File: src/rtl/fixed_point_pkg.sv
// Shared fixed-point definitions: divider FSM state type and signed saturation limits.
package fixed_point;

  typedef enum logic [1:0] {
    IDLE = 2'd0,
    CALC = 2'd1,
    FIX  = 2'd2,
    DONE = 2'd3
  } fixed_point_div_state_t;

  // Largest positive two's-complement value of the given width (width <= 64).
  function automatic logic signed [63:0] sat_max(input int unsigned width);
    return (64'sd1 <<< (width - 1)) - 64'sd1;
  endfunction

  // Most negative two's-complement value of the given width (width <= 64).
  function automatic logic signed [63:0] sat_min(input int unsigned width);
    return -(64'sd1 <<< (width - 1));
  endfunction

endpackage

File: src/rtl/fixed_point_div.sv
// Sequential signed fixed-point divider: restoring division on magnitudes, one quotient
// bit per cycle, then saturation and sign correction into the operand Q format.
module fixed_point_div
  import fixed_point::*;
#(
  parameter int unsigned WIDTH = 32,
  parameter int unsigned Q     = 16
) (
  input  logic             clk,
  input  logic             rst_n,
  input  logic             in_valid,
  output logic             in_ready,
  input  logic [WIDTH-1:0] dividend,
  input  logic [WIDTH-1:0] divisor,
  output logic             out_valid,
  input  logic             out_ready,
  output logic [WIDTH-1:0] quotient,
  output logic             overflow,
  output logic             div_by_zero
);

  localparam int unsigned NW   = WIDTH + Q;
  localparam int unsigned ITER = WIDTH + Q;
  localparam int unsigned CW   = $clog2(ITER + 1);

  localparam logic signed [63:0] MAX64 = sat_max(WIDTH);
  localparam logic signed [63:0] MIN64 = sat_min(WIDTH);
  localparam logic [WIDTH-1:0]   MAX_Q = MAX64[WIDTH-1:0];
  localparam logic [WIDTH-1:0]   MIN_Q = MIN64[WIDTH-1:0];
  // Magnitude limits: a negative result may reach one step further than a positive one.
  localparam logic [NW-1:0]      POS_LIM = NW'(MAX_Q);
  localparam logic [NW-1:0]      NEG_LIM = POS_LIM + 1'b1;

  fixed_point_div_state_t state;

  logic             sgn_a, sgn_b;
  logic [NW-1:0]    num;
  logic [WIDTH-1:0] dvs;
  logic [WIDTH-1:0] rem;
  logic [NW-1:0]    qmag;
  logic [CW-1:0]    cnt;

  logic [WIDTH-1:0] a_mag, b_mag;
  logic [WIDTH:0]   rem_sh;
  logic             ge;
  logic [WIDTH-1:0] rem_nx;
  logic             neg;

  always_comb begin
    a_mag  = dividend[WIDTH-1] ? (~dividend + 1'b1) : dividend;
    b_mag  = divisor[WIDTH-1]  ? (~divisor + 1'b1)  : divisor;
    rem_sh = {rem, num[NW-1]};
    ge     = rem_sh >= {1'b0, dvs};
    rem_nx = ge ? WIDTH'(rem_sh - {1'b0, dvs}) : rem_sh[WIDTH-1:0];
    neg    = sgn_a ^ sgn_b;
  end

  assign in_ready  = (state == IDLE);
  assign out_valid = (state == DONE);

  always_ff @(posedge clk or negedge rst_n) begin
    if (!rst_n) begin
      state       <= IDLE;
      sgn_a       <= 1'b0;
      sgn_b       <= 1'b0;
      num         <= '0;
      dvs         <= '0;
      rem         <= '0;
      qmag        <= '0;
      cnt         <= '0;
      quotient    <= '0;
      overflow    <= 1'b0;
      div_by_zero <= 1'b0;
    end else begin
      case (state)
        IDLE: begin
          if (in_valid) begin
            sgn_a <= dividend[WIDTH-1];
            sgn_b <= divisor[WIDTH-1];
            num   <= NW'(a_mag) << Q;
            dvs   <= b_mag;
            rem   <= '0;
            qmag  <= '0;
            cnt   <= '0;
            state <= CALC;
          end
        end
        CALC: begin
          num  <= num << 1;
          rem  <= rem_nx;
          qmag <= {qmag[NW-2:0], ge};
          cnt  <= cnt + 1'b1;
          if (cnt == CW'(ITER - 1)) state <= FIX;
        end
        FIX: begin
          if (dvs == '0) begin
            div_by_zero <= 1'b1;
            overflow    <= 1'b0;
            quotient    <= sgn_a ? MIN_Q : MAX_Q;
          end else if (!neg && qmag > POS_LIM) begin
            div_by_zero <= 1'b0;
            overflow    <= 1'b1;
            quotient    <= MAX_Q;
          end else if (neg && qmag > NEG_LIM) begin
            div_by_zero <= 1'b0;
            overflow    <= 1'b1;
            quotient    <= MIN_Q;
          end else begin
            div_by_zero <= 1'b0;
            overflow    <= 1'b0;
            quotient    <= neg ? (~qmag[WIDTH-1:0] + 1'b1) : qmag[WIDTH-1:0];
          end
          state <= DONE;
        end
        DONE: begin
          if (out_ready) state <= IDLE;
        end
        default: state <= IDLE;
      endcase
    end
  end

endmodule

File: config.mk
export PLATFORM = sky130hd
export DESIGN_NAME = fixed_point_div
export DESIGN_NICKNAME = d
export VERILOG_FILES = /design/src/rtl/fixed_point_pkg.sv /design/src/rtl/fixed_point_div.sv
export SDC_FILE = /design/constraint.sdc
export NUM_CORES = 1
export LEC_CHECK = 0
export ABC_AREA = 1
export CORE_UTILIZATION = 59
export DETAILED_ROUTE_END_ITERATION = 8
export DONT_BUFFER_PORTS = 1
export GPL_ROUTABILITY_DRIVEN = 1
export PLACE_DENSITY = 0.76
export SYNTH_ARGS = -nofsm -noshare
export SYNTH_HDL_FRONTEND = slang
export SYNTH_SLANG_ARGS = --single-unit
File: constraint.sdc
create_clock -name clk -period 4.8 [get_ports clk]
set_input_delay 0.96 -clock clk [delete_from_list [all_inputs] [get_ports clk]]
set_output_delay 0.96 -clock clk [all_outputs]
set_load 0.005 [all_outputs]
==> results of run 1 <==
registers in the layout, indices dropped and copies added, names as in the netlist:
register,cells
sgn_a,1
state,2
num,32
div_by_zero,1
sgn_b,1
cnt,6
quotient,32
rem,32
qmag,48
dvs,32
overflow,1
cell type report:
class	count	share of cell area [%]
clock buffer	19	3.21
sequential	188	33.4
timing repair buffer	7	0.373
tap	280	2.49
inverter	295	7.87
clock inverter	13	1.20
multi-input combinational	1486	51.5
metal layers:
layer / vias to the layer above / share of wire [%] / global-route usage [%] / wire, um
met2: 455 / 43 / 47.6 / 15200
met1: 5822 / 47 / 45.3 / 16600
met3: 44 / 8.2 / 7.20 / 2890
met5: - / 0 / 0 / 0
met4: 0 / 1.6 / 7.98 / 573
li1: 6432 / - / - / -
cell usage after synthesis (2+ instances only):
cell / instances / area [um2]
o31ai_1: 2 / 15.0
ha_1: 40 / 500
nor3_1: 17 / 85.1
a31oi_1: 2 / 12.5
a21oi_1: 55 / 275
o21bai_1: 6 / 45.0
o21ai_1: 13 / 65.1
nor2_1: 199 / 747
dfrtp_1: 188 / 4700
and2_1: 8 / 50.1
nand3b_1: 17 / 128
nand2_2: 7 / 43.8
nand4_1: 39 / 244
nor2_2: 3 / 18.8
nor4_1: 6 / 37.5
inv_2: 3 / 11.3
o21ai_0: 99 / 495
buf_2: 11 / 55.1
buf_6: 5 / 56.3
or2_2: 4 / 25.0
o21a_1: 3 / 22.5
nand3_2: 2 / 20.0
xnor2_1: 19 / 166
and3_1: 2 / 12.5
nand2_4: 3 / 33.8
inv_1: 290 / 1090
nand2_1: 633 / 2380
buf_1: 4 / 15.0
clkbuf_1: 44 / 165
o211ai_1: 18 / 135
nand3_1: 201 / 1010
o22ai_1: 47 / 294
xor2_1: 24 / 210
nor2_4: 3 / 33.8
o21ai_2: 3 / 26.3
a21oi_2: 2 / 17.5
power groups by stage:
stage,logic (mW),clock network (mW),registers (mW)
after detailed placement,6.22,0,2.55
after CTS,6.25,1.53,2.53
after global placement,6.13,0,2.54
after floorplan,4.95,0,2.44
after global routing,7.20,1.58,2.60
final,6.35,1.51,2.53
stage by stage:
stage | hold WS, ps | setup slack (ps) | util, % | total power, mW | cells
3_5_place_dp | 459 | 1680 | 61.2 | 8.77 | 2256
4_1_cts | 197 | 1610 | 64.0 | 10.3 | 2288
6_report | 210 | 1630 | 64.0 | 10.4 | 2288
3_3_place_gp | 451 | 1770 | 61.2 | 8.66 | 2256
2_1_floorplan | 433 | 2530 | - | 7.40 | 2033
5_1_grt | 193 | 1290 | 64.0 | 11.4 | 2288
worst paths after layout:
check	start	to	slack (ps)	cells past startpoint
max	state[1]$_DFFE_PN0P_	num[47]$_DFFE_PN0P_	1630	7
min	rst_n	rem[24]$_DFFE_PN0P_	210	0
max reg2reg	state[1]$_DFFE_PN0P_	num[47]$_DFFE_PN0P_	1630	7
min reg2reg	cnt[5]$_DFFE_PN0P_	cnt[5]$_DFFE_PN0P_	460	1
max in group asynchronous	rst_n	dvs[23]$_DFFE_PN0P_	4200	0
min in group clk	cnt[5]$_DFFE_PN0P_	cnt[5]$_DFFE_PN0P_	460	1
kinds of logic (layout without fill, tap and decap cells):
kind of cell | Yosys count | in the layout
adders and majority gates | 41 | 41
DFF | 188 | 188
AOI/OAI and AO/OA | 254 | 254
xor gates and xnor gates | 43 | 43
buffers and inverters | 359 | 334
and+or+nand+nor | 1148 | 1148
==> metrics, run 1 <==
status=complete, but fails checks; failing checks=design-rule violations; Clock Latency Late Sink=440 ps; clock tree sinks=188; port bufs=0; post-route ant nets=0; initial antenna violation count=0; required time worst endpoint=5070 ps; final hold vios=0; Pins Over Slew Limit=0; Synth Area in Compound Gates=10.8%; Pwr Density=738 nW/um2; n_diodes=0; largest family of logic cells by synthesized area=simple AND/OR/NAND/NOR gates; simple-gate share of the synthesized area=36.8%; fmax=0.316 GHz; Hold WC Path Type=primary input to asynchronous set/reset pin; total die area=23200 um2; cell area after synthesis=13400 um2; final non-filler cell area=14100 um2; combinational power share=61.1%; fin crit share=66.0%; fill cell count=2013; most common cell after layout, fill and taps aside=nand2_1; Sequential Area=4700 um2; CP endpoint kind=register; 1st-iter DRT viols=989; sw frac=51.0%; Synth-to-Final Area Change=5.55%; die extent in x=152 um; Synth Area in Adders=3.90%; leading cell types in the layout, fill and taps excluded=633 x nand2_1, 290 x inv_1, 201 x nand3_1, 199 x nor2_1, 188 x dfrtp_1; final setup violation count=0; Clock Tree Buf Depth=2; Syn Area/Cell=6.57 um2; WP data arrival=3430 ps; Vias/cell=5.57; WP buf/inv=3; startpoint class of the critical path=register; CTS H-tree depth=4; Clock power frac=14.6%; delay-heaviest family, CP=buffers and inverters; mux contribution to synthesized area=0%; Primary FF master, synth=dfrtp_1; final global-route overflow total=0; worst slew pin tran=1150 ps; Clock Skews=13.8 ps; post-synth net total=2142; Synth Register Bits=188; detailed-route wire length=35300 um; Seq pwr share=24.4%; Clk pin slew, worst setup/hold paths=80 ps; min Tclk post-route=3170 ps; iteration count of the initial detailed-routing pass=8; Post-synth EDFFs=0; crit-path most repeated cell=inv_2; cts bufs inserted=17; vias in the first global route=11879; multi-input logic area=7260 um2; drt drc=3; Vias=12753; warnings from Yosys=0; share of layout cells above drive strength 1=3.64%; Slowest cell on crit path=ha_1; WL/cell=15.4 um; WS Path Type=register to register; Global Route Usage Sum=31.4%; switching pwr=5.30 mW; CP max stage delay=770 ps; Int Pwr=5.10 mW; core footprint=22000 um2; cells resized by post-CTS repair=0; Synth Area in XOR/XNOR=2.82%; Synth Instances=2033; count of different cell masters after synthesis=47; largest net degree at the start of global routing=189; crit-path cells=inv_1 > ha_1 > inv_2 > o21ai_4 > inv_2 > a21oi_1 > a22oi_1; crit path max fanout=68; Placed Area=13500 um2; Slew HR=23.2%; DIE HEIGHT=152 um; nets@finish=2104; routability cong.=0.974; maximum capacitance violations=0; cts hold-fix bufs=0; TritonCTS clock tree=done; root buffer selected by CTS=clkbuf_16; Lkg Pwr=7.56 nW; num rows=54; DP HPWL=25700 um; maximum vdd drop=0.336 mV; first-pass GRT wire length=59200 um; register area share after synthesis=35.2%; Starting Density=60.6%; ys async rst share=100%; IO Pins=104; setup_tns=0 ps; RSZ-0062 raised after global routing=no; total setup buffers inserted after CTS=0
No activity file was read; power rests on OpenSTA's default activity.
==> inputs of run 2 (changes only) <==
--- a/config.mk
+++ b/config.mk
@@ -10,7 +10,7 @@
 export DETAILED_ROUTE_END_ITERATION = 8
 export DONT_BUFFER_PORTS = 1
 export GPL_ROUTABILITY_DRIVEN = 1
-export PLACE_DENSITY = 0.76
+export PLACE_DENSITY = 0.79
 export SYNTH_ARGS = -nofsm -noshare
 export SYNTH_HDL_FRONTEND = slang
 export SYNTH_SLANG_ARGS = --single-unit
==> constraint.sdc (replaced) <==
create_clock -name clk -period 2.55 [get_ports clk]
set_input_delay 0.51 -clock clk [delete_from_list [all_inputs] [get_ports clk]]
set_output_delay 0.51 -clock clk [all_outputs]
set_load 0.005 [all_outputs]
==> metrics, run 2 (synthesis gave the netlist of run 1 again) <==
status=complete, but fails checks; failing checks=design-rule violations, negative hold slack; crit-path most repeated cell=nand2_1; DIE HEIGHT=152 um; initial antenna violation count=0; iteration count of the initial detailed-routing pass=9; crit-path cells=inv_1 > ha_1 > nand2_1 > nor2_4 > nand3_1 > nor2_1 > nand2_1 > nand2_2 > nor2_4 > nand2_4 > buf_12 > nand2_1 > nand3_1 > o21ai_0; WP data arrival=2690 ps; nets@finish=2125; final hold vios=188; Slew HR=52.6%; Vias=13121; Setup WS pre-CTS=128 ps; vias in the first global route=12184; n_diodes=0; Vias/cell=5.68; startpoint class of the critical path=register; Reg with most FFs=qmag; first-pass GRT wire length=62100 um; leading cell types in the layout, fill and taps excluded=631 x nand2_1, 290 x inv_1, 201 x nand3_1, 193 x nor2_1, 186 x dfrtp_1; setup_tns=0 ps; Slowest cell on crit path=dfrtp_1; total die area=23200 um2; Sequential Area=4710 um2; WP buf/inv=2; port bufs=0; drt drc=4; fmax=0.419 GHz; WS Path Type=register to register; detailed-route wire length=37600 um; root buffer selected by CTS=clkbuf_16; Clock Skews=12.4 ps; Synth-to-Final Area Change=7.57%; max FFs per register=48; TritonCTS clock tree=done; num rows=54; Worst Setup Slack, final=162 ps; maximum vdd drop=0.721 mV; cts bufs inserted=17; reg2reg path depth=14; DP HPWL=28300 um; die extent in x=152 um; Clk pin slew, worst setup/hold paths=80 ps; Starting Density=60.6%; IO Pins=104; 1st-iter DRT viols=1054; CP endpoint kind=register; maximum capacitance violations=0; crit path max fanout=16; core footprint=22000 um2; Clock Latency Late Sink=440 ps; fin crit share=93.7%; Pins Over Slew Limit=0; required time worst endpoint=2850 ps; final global-route overflow total=0; most common cell after layout, fill and taps aside=nand2_1; Fin Hold WS=-240 ps; total setup buffers inserted after CTS=0; delay-heaviest family, CP=simple AND/OR/NAND/NOR gates; fill cell count=2052; CP max stage delay=420 ps; RR Endpoint=rem[1]$_DFFE_PN0P_; worst slew pin tran=705 ps; WL/cell=16.3 um; Reg-to-Reg Start=dvs[27]$_DFFE_PN0P_; final setup violation count=0; Clock Tree Buf Depth=2; routability cong.=0.985; largest net degree at the start of global routing=189; FF-to-FF setup slack=160 ps; share of layout cells above drive strength 1=5.17%; CTS H-tree depth=4; Hold WC Path Type=primary input to asynchronous set/reset pin; Pwr Density=1420 nW/um2; Lkg Pwr=7.68 nW; clock tree sinks=188; multi-input logic area=7300 um2; Global Route Usage Sum=33.3%; min Tclk post-route=2390 ps; post-route ant nets=0; RSZ-0062 raised after global routing=no
run 2: cell type report:
cell class / count / share of cell area [%]
clock buffers: 19 / 3.01
flip-flops and latches: 188 / 32.8
well taps: 280 / 2.44
clock inverters: 13 / 1.26
repair buffers: 28 / 1.93
multi-input cells: 1486 / 50.9
inverters: 295 / 7.73
run 2: through the flow:
step	cells	util (%)	instance area [um2]	hold slack (ps)	total power [mW]
global placement	2276	62.0	13700	220	16.9
global route	2309	65.2	14400	-266	22.2
floorplan	2033	-	13400	214	13.9
CTS	2308	64.8	14300	-257	19.9
finish	2309	65.2	14400	-240	20.3
detailed placement	2276	62.0	13700	220	17.0
run 2: where the power goes:
part	switching [mW]	internal, mW
registers	0.755	4.06
logic	8.31	4.37
clock network	1.26	1.57
run 2: worst register-to-register path: stages, from the launching register on:
cell and delay, ps:
dfrtp_1 420, inv_1 150, ha_1 400, nand2_1 150, nor2_4 180, nand3_1 110, nor2_1 140, nand2_1 90
nand2_2 90, nor2_4 50, nand2_4 120, buf_12 170, nand2_1 60, nand3_1 60, o21ai_0 80
run 2: how the worst max path moves through the flow:
| stage | startpoint | depth (start not counted) | endpoint |
|---|---|---|---|
| global route | dvs[30]$_DFFE_PN0P_ | 12 | rem[1]$_DFFE_PN0P_ |
| detailed placement | dvs[27]$_DFFE_PN0P_ | 14 | rem[21]$_DFFE_PN0P_ |
| global placement | dvs[27]$_DFFE_PN0P_ | 14 | rem[1]$_DFFE_PN0P_ |
| finish | dvs[27]$_DFFE_PN0P_ | 14 | rem[1]$_DFFE_PN0P_ |
| floorplan | dvs[28]$_DFFE_PN0P_ | 11 | rem[10]$_DFFE_PN0P_ |
| CTS | dvs[3]$_DFFE_PN0P_ | 15 | rem[0]$_DFFE_PN0P_ |
run 2: metal layers:
metal / up-vias / track usage (%) / part of all wire (%)
met2: 497 / 50.5 / 44
met1: 6092 / 48.0 / 46
met5: - / 0 / 0
li1: 6478 / - / -
met4: 0 / 8.27 / 1.9
met3: 54 / 7.94 / 8.7
run 2: what timing repair did:
item                                    4_1_cts  5_1_grt
endpoints found under the setup margin        0       34
resized for setup                             0       19
hold endpoints to repair                    188      188
==> inputs of run 3 (changes only) <==
--- a/config.mk
+++ b/config.mk
@@ -6,11 +6,12 @@
 export NUM_CORES = 1
 export LEC_CHECK = 0
 export ABC_AREA = 1
-export CORE_UTILIZATION = 59
+export CORE_UTILIZATION = 44
 export DETAILED_ROUTE_END_ITERATION = 8
 export DONT_BUFFER_PORTS = 1
 export GPL_ROUTABILITY_DRIVEN = 1
-export PLACE_DENSITY = 0.79
+export PLACE_DENSITY = 0.62
+export SKIP_CTS_REPAIR_TIMING = 1
 export SYNTH_ARGS = -nofsm -noshare
 export SYNTH_HDL_FRONTEND = slang
 export SYNTH_SLANG_ARGS = --single-unit
==> metrics, run 3 (synthesis gave the netlist of run 1 again) <==
status=complete, but fails checks; failing checks=negative hold slack; root buffer selected by CTS=clkbuf_16; final setup violation count=0; WS Path Type=register to register; final hold vios=188; Hold WC Path Type=primary input to asynchronous set/reset pin; post-route ant nets=0; crit path max fanout=12; required time worst endpoint=2880 ps; initial antenna violation count=0; DIE HEIGHT=176 um; fin crit share=94.7%; largest net degree at the start of global routing=189; die extent in x=176 um; nets@finish=2136; routability cong.=0.991; min Tclk post-route=2410 ps; Clock Latency Late Sink=470 ps; DP HPWL=30400 um; Final Util=48.8%; final global-route overflow total=0; Lkg Pwr=7.71 nW; Pwr Density=1400 nW/um2; CP endpoint kind=register; setup_tns=0 ps; vias in the first global route=12151; maximum vdd drop=0.563 mV; first-pass GRT wire length=64900 um; worst slew pin tran=722 ps; n_diodes=0; RR Endpoint=rem[12]$_DFFE_PN0P_; max FFs per register=48; most common cell after layout, fill and taps aside=nand2_1; Global Route Usage Sum=26.7%; Clk pin slew, worst setup/hold paths=70 ps; leading cell types in the layout, fill and taps excluded=633 x nand2_1, 290 x inv_1, 200 x nand3_1, 197 x nor2_1, 187 x dfrtp_1; iteration count of the initial detailed-routing pass=5; 1st-iter DRT viols=1171; fmax=0.414 GHz; maximum capacitance violations=0; Vias=12891; Pins Over Slew Limit=0; Inst Count DP=2398; cts bufs inserted=17; Slew HR=51.5%; startpoint class of the critical path=register; Synth-to-Final Area Change=8.71%; Reg with most FFs=qmag; WP data arrival=2750 ps; TritonCTS clock tree=done; detailed-route wire length=39800 um; clock tree sinks=188; Reg-to-Reg Start=dvs[8]$_DFFE_PN0P_; num rows=63; fin cells=2430; WL/cell=16.4 um; RSZ-0062 raised after global routing=no; Starting Density=44.9%; FF-to-FF setup slack=140 ps; total die area=31000 um2; core footprint=29700 um2; Vias/cell=5.30; reg2reg path depth=13; share of layout cells above drive strength 1=5.29%; Clock Tree Buf Depth=2; Clock Skews=15.9 ps; Fin Hold WS=-252 ps; drt drc=0; CTS H-tree depth=4; port bufs=0; IO Pins=104
-- run 3: cell count changes in the layout (fill, tap and decap cells not counted), moves of 2 or more --
cell       before  now
buf_4          23   34
inv_6           5    3
bufinv_16       3    1
clkinv_4        0    3
nand2_1       631  633
nor2_2          8    5
clkinv_8        1    3
nand2_2         9    7
nor2_1        193  197
-- run 3: worst max-delay path: stages, from the launching register on --
cell     delay (ps)
dfrtp_2         450
inv_1            70
ha_1            390
nand2_1         160
inv_1            60
a21oi_2         190
nand3_2         130
nand2_1         110
nand2_2          90
nand2_4         140
buf_4           240
nand3_1          90
nand3_1          90
o21ai_1          70
-- run 3: how the worst max path moves through the flow --
| stage | startpoint | endpoint | slack [ps] | depth (start not counted) |
|---|---|---|---|---|
| finish | dvs[8]$_DFFE_PN0P_ | rem[12]$_DFFE_PN0P_ | 140 | 13 |
| global route | qmag[0]$_DFFE_PN0P_ | quotient[30]$_DFFE_PN0P_ | 0.9 | 10 |
| CTS | dvs[8]$_DFFE_PN0P_ | rem[1]$_DFFE_PN0P_ | 100 | 14 |
| detailed placement | dvs[8]$_DFFE_PN0P_ | rem[1]$_DFFE_PN0P_ | 100 | 14 |
| global placement | dvs[8]$_DFFE_PN0P_ | rem[25]$_DFFE_PN0P_ | 120 | 14 |
| floorplan | dvs[28]$_DFFE_PN0P_ | rem[10]$_DFFE_PN0P_ | 600 | 11 |
-- run 3: power breakdown --
part / internal [mW] / switching, mW / total (mW)
combinational: 4.45 / 8.34 / 12.8
clock: 1.39 / 1.34 / 2.73
sequential: 4.06 / 0.742 / 4.80
-- run 3: final cells by class --
type	count	area [um2]
clock buffer	18	429
clock inverter	14	163
fill	3067	15200
inverter	295	1110
multi-input combinational	1486	7270
sequential	188	4710
tap	390	488
timing repair buffer	39	355
-- run 3: layer usage --
| layer | track usage [%] | share of wire (%) | vias up |
|---|---|---|---|
| met4 | 8.33 | 2.2 | 0 |
| met5 | 0 | 0 | - |
| met2 | 40.1 | 44 | 343 |
| met3 | 5.25 | 6.0 | 49 |
| met1 | 38.2 | 48 | 6011 |
| li1 | - | - | 6488 |
-- run 3: through the flow --
stage | area (um2) | power, mW | setup slack, ps
finish | 14500 | 20.3 | 136
global route | 14500 | 22.2 | 0.926
CTS | 14500 | 20.3 | 105
detailed placement | 13900 | 17.5 | 103
global placement | 13900 | 17.4 | 123
floorplan | 13400 | 13.9 | 598
